<file path="src/rtl/fifo_pkg.sv">
// Shared helpers for the async FIFO controllers: Gray/binary conversion,
// a constant-foldable clog2 and the write-count width derivation.
package fifo_pkg;

  function automatic int clog2(input int value);
    int r;
    r = 0;
    while ((1 << r) < value) r++;
    return r;
  endfunction

  // One count bit per address bit plus the wrap bit, less the bits a wide write consumes.
  function automatic int wr_cnt_width(input int ram_addr_width, input int wr_ind);
    return ram_addr_width + 1 - clog2(wr_ind);
  endfunction

  function automatic logic [31:0] bin2gray(input logic [31:0] b);
    return b ^ (b >> 1);
  endfunction

  function automatic logic [31:0] gray2bin(input logic [31:0] g);
    logic [31:0] b;
    b[31] = g[31];
    for (int i = 30; i >= 0; i--) b[i] = b[i + 1] ^ g[i];
    return b;
  endfunction

endpackage

</file>
<file path="src/rtl/fifo_gray2bin.sv">
// Combinational Gray-to-binary converter; each binary bit is the XOR of all
// Gray bits at or above it. Shared by the write and read controllers.
module fifo_gray2bin #(
  parameter int WIDTH = 6
) (
  input  logic [WIDTH-1:0] gray,
  output logic [WIDTH-1:0] bin
);

  generate
    for (genvar gi = 0; gi < WIDTH; gi++) begin : g_prefix
      assign bin[gi] = ^gray[WIDTH-1:gi];
    end
  endgenerate

endmodule

</file>
<file path="src/rtl/fifo_wr_ctrl_g2.sv">
// Write-side controller of the async FIFO: pointer, registered flags and count.
// Optional programmable-full flag enabled by defining FIFO_WR_PROG_FULL_EN.
module fifo_wr_ctrl_g2
  import fifo_pkg::*;
#(
  parameter int RAM_ADDR_WIDTH  = 5,
  parameter int WR_IND          = 1,
  parameter int WR_CNT_WIDTH    = wr_cnt_width(RAM_ADDR_WIDTH, WR_IND),
  parameter int ALMOST_FULL_GAP = 1
) (
  input  logic                      wr_clk,
  input  logic                      wr_rst_n,
  input  logic                      wr_en,
  input  logic [RAM_ADDR_WIDTH:0]   rd_ptr_gray_sync,
  output logic [RAM_ADDR_WIDTH:0]   wr_ptr_bin,
  output logic [RAM_ADDR_WIDTH:0]   wr_ptr_gray,
  output logic                      ram_wr_en,
  output logic                      fifo_full,
  output logic                      almost_full,
  output logic                      wr_ack,
  output logic                      overflow,
  output logic [WR_CNT_WIDTH-1:0]   wr_data_count
`ifdef FIFO_WR_PROG_FULL_EN
  ,
  input  logic [WR_CNT_WIDTH-1:0]   prog_full_thresh,
  output logic                      prog_full
`endif
);

  localparam int PW       = RAM_ADDR_WIDTH + 1;
  localparam int DEPTH    = 1 << RAM_ADDR_WIDTH;
  localparam int IND_SH   = clog2(WR_IND);
  localparam int SLOT_CNT = DEPTH / WR_IND;

  logic [PW-1:0]           rd_bin;
  logic [PW-1:0]           wr_ptr_next;
  logic [PW-1:0]           cnt_next;
  logic [PW-1:0]           free_words;
  logic [WR_CNT_WIDTH-1:0] slots;
  logic [WR_CNT_WIDTH-1:0] free_slots;
  logic                    full_next;
  logic                    almost_full_next;

  fifo_gray2bin #(.WIDTH(PW)) u_rd_gray2bin (
    .gray (rd_ptr_gray_sync),
    .bin  (rd_bin)
  );

  assign ram_wr_en = wr_en & ~fifo_full;

  // Occupancy spans 0..DEPTH, so a plain modular difference covers the wrap case.
  always_comb begin
    wr_ptr_next      = wr_ptr_bin + (ram_wr_en ? PW'(WR_IND) : PW'(0));
    cnt_next         = wr_ptr_next - rd_bin;
    slots            = WR_CNT_WIDTH'(cnt_next >> IND_SH);
    free_words       = PW'(DEPTH) - cnt_next;
    free_slots       = WR_CNT_WIDTH'(SLOT_CNT) - slots;
    full_next        = free_words < PW'(WR_IND);
    almost_full_next = free_slots <= WR_CNT_WIDTH'(ALMOST_FULL_GAP);
  end

  always_ff @(posedge wr_clk or negedge wr_rst_n) begin
    if (!wr_rst_n) begin
      wr_ptr_bin    <= '0;
      wr_ptr_gray   <= '0;
      wr_data_count <= '0;
      fifo_full     <= 1'b0;
      almost_full   <= 1'b0;
      wr_ack        <= 1'b0;
      overflow      <= 1'b0;
`ifdef FIFO_WR_PROG_FULL_EN
      prog_full     <= 1'b0;
`endif
    end else begin
      wr_ptr_bin    <= wr_ptr_next;
      wr_ptr_gray   <= PW'(bin2gray(32'(wr_ptr_next)));
      wr_data_count <= slots;
      fifo_full     <= full_next;
      almost_full   <= almost_full_next;
      wr_ack        <= ram_wr_en;
      overflow      <= wr_en & fifo_full;
`ifdef FIFO_WR_PROG_FULL_EN
      prog_full     <= slots >= prog_full_thresh;
`endif
    end
  end

endmodule

</file>
<file path="config.mk">
export PLATFORM = sky130hd
export DESIGN_NAME = fifo_wr_ctrl_g2
export DESIGN_NICKNAME = d
export VERILOG_FILES = /design/src/rtl/fifo_pkg.sv /design/src/rtl/fifo_gray2bin.sv /design/src/rtl/fifo_wr_ctrl_g2.sv
export SDC_FILE = /design/constraint.sdc
export NUM_CORES = 1
export LEC_CHECK = 0
export BUFFER_PORTS_ARGS = -buffer_cell sky130_fd_sc_hd__buf_2
export CORE_MARGIN = 2
export CORE_UTILIZATION = 30
export CTS_BUF_LIST = sky130_fd_sc_hd__clkbuf_8 sky130_fd_sc_hd__clkbuf_16
export DETAILED_ROUTE_END_ITERATION = 8
export GPL_TIMING_DRIVEN = 0
export PLACE_DENSITY = 0.58
export SLEW_MARGIN = 20
export SYNTH_ARGS = -nofsm -noshare
export SYNTH_HDL_FRONTEND = slang
export SYNTH_SLANG_ARGS = --single-unit
</file>
<file path="constraint.sdc">
create_clock -name wr_clk -period 3.7 [get_ports wr_clk]
set_input_delay 0.37 -clock wr_clk [delete_from_list [all_inputs] [get_ports wr_clk]]
set_output_delay 0.37 -clock wr_clk [all_outputs]
set_load 0.01 [all_outputs]
</file>
Yosys cells after proc, flatten, opt, wreduce, memory -nomap -nowiden
Cells that the tools add are included.
Word-level totals
  latch bits: 0
  bits in writable memories: 0
  memories: 0
  input bits: 9
  output and inout bits: 23
  register bits: 22
  bits in read-only memories: 0
  word-level logic and storage cells: 22
Operators by class
  div/mod/pow operators: 0
  $lt $le $gt $ge: 2
  eq/ne operators: 0
  shift-type cells: 0
  reduce and logical (&&, ||, !) cells: 5
  mux-type cells: 1
  bitwise operators: 4
  multiply operators: 0
  add/sub/neg operators: 3
Operators with widths (count)
  $add 6x1->6: 1
  $le 6x1->1 const B: 1
  $lt 6x1->1 const B: 1
  $reduce_xor 6->1: 1
  $sub 6x6->6: 1
  $sub 6x6->6 const A: 1
  $xor 6x5->6: 1
  $reduce_xor 5->1: 1
  $reduce_xor 4->1: 1
  $reduce_xor 3->1: 1
  $and 1x1->1: 2
  $reduce_xor 2->1: 1
  $mux 1: 1
  $not 1->1: 1

Depth between registers and ports, before layout
  word-level depth: 7
  depth in mapped cells: 13
  gate-level depth less buffers: 13

Hierarchy
A second synthesis with hierarchy kept.
Second synthesis, totals
  cell total of the unflattened synthesis: 83
  area, all modules: 1082.3 sq um
By module, submodules not included
  fifo_wr_ctrl_g2: instances 1, cells each 76, sequential area each 525.5 sq um, area each 973.4 sq um
  fifo_gray2bin: instances 1, cells each 7, sequential area each 0.0 sq um, area each 108.9 sq um

Worst setup path after synthesis
Ideal clock, no wire load.
  path kind: input to register
  from: input rd_ptr_gray_sync[5]
  to: register almost_full
  arrival: 2644 ps
  stages on the path: 13
  library setup time: 120 ps
  slack: 936 ps
  path through: xor2_2 inv_2 xnor3_1 xnor2_1 ha_1 inv_1 ha_1 nand2_1 mux2i_1 or4_1 nand3_2 nor4_4 a41o_1
Between the ends
  longest elaborated chain between the ends: 4
RTL lines
  start, declared: RTL line fifo_wr_ctrl_g2.sv:14  | input logic [RAM_ADDR_WIDTH:0] rd_ptr_gray_sync,
  $reduce_xor 6->1, or another cell as far along: RTL line fifo_gray2bin.sv:12  | assign bin[gi] = ^gray[WIDTH-1:gi];
  $sub 6x6->6 *: RTL line fifo_wr_ctrl_g2.sv:54  | cnt_next = wr_ptr_next - rd_bin;
  named net cnt_next[4]: RTL line fifo_wr_ctrl_g2.sv:37  | logic [PW-1:0] cnt_next;
  $sub 6x6->6 *: RTL line fifo_wr_ctrl_g2.sv:57  | free_slots = WR_CNT_WIDTH'(SLOT_CNT) - slots;
  $le 6x1->1 *: RTL line fifo_wr_ctrl_g2.sv:59  | almost_full_next = free_slots <= WR_CNT_WIDTH'(ALMOST_FULL_GAP);
  named net almost_full_next: RTL line fifo_wr_ctrl_g2.sv:42  | logic almost_full_next;
  end signal, assigned: RTL line fifo_wr_ctrl_g2.sv:79  | almost_full <= almost_full_next;
  end, declared: RTL line fifo_wr_ctrl_g2.sv:19  | output logic almost_full,
Mark *: on every way through the listed nets, which the timed path passes. The rest lies on a longest branch.

Worst setup path in the final report
  from: register wr_ptr_bin[0]
  to: register almost_full
Between the ends
  longest elaborated chain between the ends: 4
RTL lines
  start, declared: RTL line fifo_wr_ctrl_g2.sv:15  | output logic [RAM_ADDR_WIDTH:0] wr_ptr_bin,
  start signal, assigned: RTL line fifo_wr_ctrl_g2.sv:75  | wr_ptr_bin <= wr_ptr_next;
  $add 6x1->6: RTL line fifo_wr_ctrl_g2.sv:53  | wr_ptr_next = wr_ptr_bin + (ram_wr_en ? PW'(WR_IND) : PW'(0));
  named net wr_ptr_next[2]: RTL line fifo_wr_ctrl_g2.sv:36  | logic [PW-1:0] wr_ptr_next;
  $sub 6x6->6: RTL line fifo_wr_ctrl_g2.sv:54
  $sub 6x6->6: RTL line fifo_wr_ctrl_g2.sv:57
  $le 6x1->1: RTL line fifo_wr_ctrl_g2.sv:59
  named net almost_full_next: RTL line fifo_wr_ctrl_g2.sv:42
The timed path passes the listed nets, and every way through them passes these cells.

==> results.md <==
- Drt total wl: approximately 2.2 mm
- Unrepaired setup endpoints after global routing: false
- Cell count after synthesis: 99
- Global Route Usage Sum: 0.117
- Area Growth Syn to Fin: 23.1%
- CTS root buf: clkbuf_8
- Number of global-route vias before repair: just over 800
- First-pass GRT wire length: 3.62 mm
- R2R depth: 11
- Placed cells: approximately 180
- Post-Layout Cell Count: roughly 180
- Initial antenna violation count: 0
- Worst Max-Slew Pin Slew: approximately 0.47 ns
- Initial core utilization: 0.311
- Max H-tree Level: 1
- Share of layout cells above drive strength 1: 0.343
- Synth warn: 0
- Critical Path Fanout Max: 7
- Max-slew violation count: 0
- Max Cap Viol: 0
- Clk slew on worst S/H paths: ~0.080 ns
- # diodes: 0
- Via count: 815
- Layout Nets: 150
- I/O pin count: 32
- Post-CTS Hold Fix Bufs: 0
- CP endpoint kind: flop
- Crit share post-route: 0.814
- PD cells: 1070 nW/um^2
- FILL cells: between 300 and 400
- ANT nets after route: 0
- Sink Count: 21
- CTS tree: built
- Cts repair resizes: 0
- Most common cell after layout, fill and taps aside: buf_2
- Worst hold path class: in -> async
- Synth Area per Inst: 11.4 sq um
- Seq cells post-synth: 21
- CP Class: reg -> reg
- Minimum clock period: 3.01 ns
- Die area: approximately 4300 sq um
- Core Region: between 3000 and 4000 sq um
- Syn nets: 114
- Synthesized area: between 1000 and 1500 sq um
- Worst slack at placement: 0.571 ns
- Max Fclk: roughly 330 MHz
- Register area share after synthesis: 0.465
- CTS Buf Count: 3
- Final GP Congestion: around 0.76
- CP required: slightly below 4 ns
- Vias per cell: roughly 4.5
- First drt pass iteration count: 4
- Row cnt: 22
- Startpoint class of the critical path: flop
- Iteration-0 DRC Markers: 45
- DRC Markers: 0
- IO Port Bufs: 31
- Most frequent cells in the layout: buf_2, dfrtp_1, xnor2_1
- Clock Tree Buf Depth: 2
- Maximum VDD drop: 0.251 mV
- Largest net degree at the start of global routing: 22
- Setup_tns: 0 ns
- Die height: ~65 um
- Post-synth cell types: 35
- Clk_skew: 0.000636 ns
- Post-DP HPWL: roughly 1.8 mm
- Worst-Skew Late Latency: between 0.2 and 0.3 ns
- Crit path DAT: between 3 and 4 ns
- Leakage power: just under 0.7 nW
- Slack of the critical path: between 0.6 and 0.7 ns
- Run status: completed
- Avg WL per Cell: 12.3 um
- Post-CTS setup buffer count: 0
- Die W: approximately 65 um
- Slew HR: 0.683
- Final Hold Viols: 0
- Final setup vio count: 0
- Gr ovfl total: 0
[critical path, cell delays in order (launching register included)]
cell and delay [ns]:
dfrtp_1 0.41, and3b_1 0.22, ha_1 0.22, xnor2_1 0.38, inv_1 0.24, ha_1 0.37
o21ai_0 0.16, a21oi_1 0.11, o22ai_2 0.17, xor2_1 0.32, nor4_4 0.09, a41o_1 0.21
[power by group]
part | switching, mW | internal, mW | total, mW | leakage (nW)
registers | 0.0499 | 0.346 | 0.396 | 0.255
clock network | 0.0744 | 0.0750 | 0.149 | 0.0255
logic | 0.559 | 0.387 | 0.946 | 0.413
[cell families (layout without fill, tap and decap cells)]
kind of cell,after synthesis,count (layout),synth area share
and+or+nand+nor,25,25,0.136
xor gates and xnor gates,20,20,0.174
DFF,21,21,0.465
muxes,2,2,0.0221
buffers and inverters,13,48,0.0465
adders and majority gates,7,7,0.0764
AOI/OAI and AO/OA,11,11,0.0797
[state kept, by name (all words and copies together) (netlist names)]
name and flops:
wr_data_count 6, wr_ptr_bin 6, wr_ptr_gray 5, almost_full 1
fifo_full 1, overflow 1, wr_ack 1
[layer usage]
layer  vias to the layer above  track usage  wire [um]
li1                        403            -          -
met1                       389        0.121        887
met2                        19        0.221       1220
met3                         4       0.0103         74
met4                         0       0.0781         55
met5                         -            0          0
[worst paths after layout]
kind,startpoint,endpoint,slack [ns]
min in group wr_clk,wr_en,overflow,0.35
worst max-delay path,wr_ptr_bin[0],almost_full,0.69
worst min-delay path,wr_rst_n,wr_ptr_gray[4],0.06
worst max register to register,wr_ptr_bin[0],almost_full,0.69
worst min register to register,fifo_full,wr_ack,0.52
max in group asynchronous,wr_rst_n,wr_ack,3.32
[synthesized netlist by cell type]
cell	instances	area [sq um]
nor2_1	5	18.8
nand3_2	1	10.0
or4_1	1	7.51
nor2b_1	2	12.5
ha_1	6	75.1
mux2_4	1	15.0
o21ai_0	3	15.0
and3b_1	1	8.76
nand2b_1	1	6.26
mux2i_1	1	10.0
and2_1	2	12.5
inv_2	2	7.51
a21oi_2	1	8.76
buf_4	1	7.51
maj3_2	1	11.3
xor2_1	5	43.8
nor3_1	1	5.00
a41o_1	1	10.0
nand2_1	4	15.0
a21oi_1	1	5.00
clkbuf_1	1	3.75
and4_1	1	8.76
or3_1	1	6.26
nor4_4	1	21.3
and3_1	1	6.26
o2111ai_1	1	8.76
o211ai_1	2	15.0
o22ai_2	1	12.5
xnor2_1	13	114
dfrtp_1	21	526
nand3_1	3	15.0
inv_1	9	33.8
xor2_2	1	16.3
a221oi_2	1	15.0
xnor3_1	1	22.5
[metrics by stage]
stage	util	cell area, sq um	power, mW	hold WS [ns]
after floorplan	-	1130	1.09	0.0744
after global placement	0.370	1350	1.32	0.333
after detailed placement	0.370	1350	1.35	0.357
after global routing	0.383	1390	1.62	0.101
final	0.383	1390	1.49	0.0563
after CTS	0.383	1390	1.51	0.0701
[layout make-up]
type / count / area, sq um / area share
Multi-Input combinational cell: 65 / 552 / 0.397
Sequential cell: 21 / 526 / 0.378
Timing Repair Buffer: 31 / 155 / 0.112
Tap cell: 48 / 60.1 / 0.0432
Clock buffer: 3 / 41.3 / 0.0297
Inverter: 11 / 41.3 / 0.0297
Buffer: 2 / 11.3 / 0.00809
Clock inverter: 1 / 5.00 / 0.00360
Power figures use the tool's default switching activity.
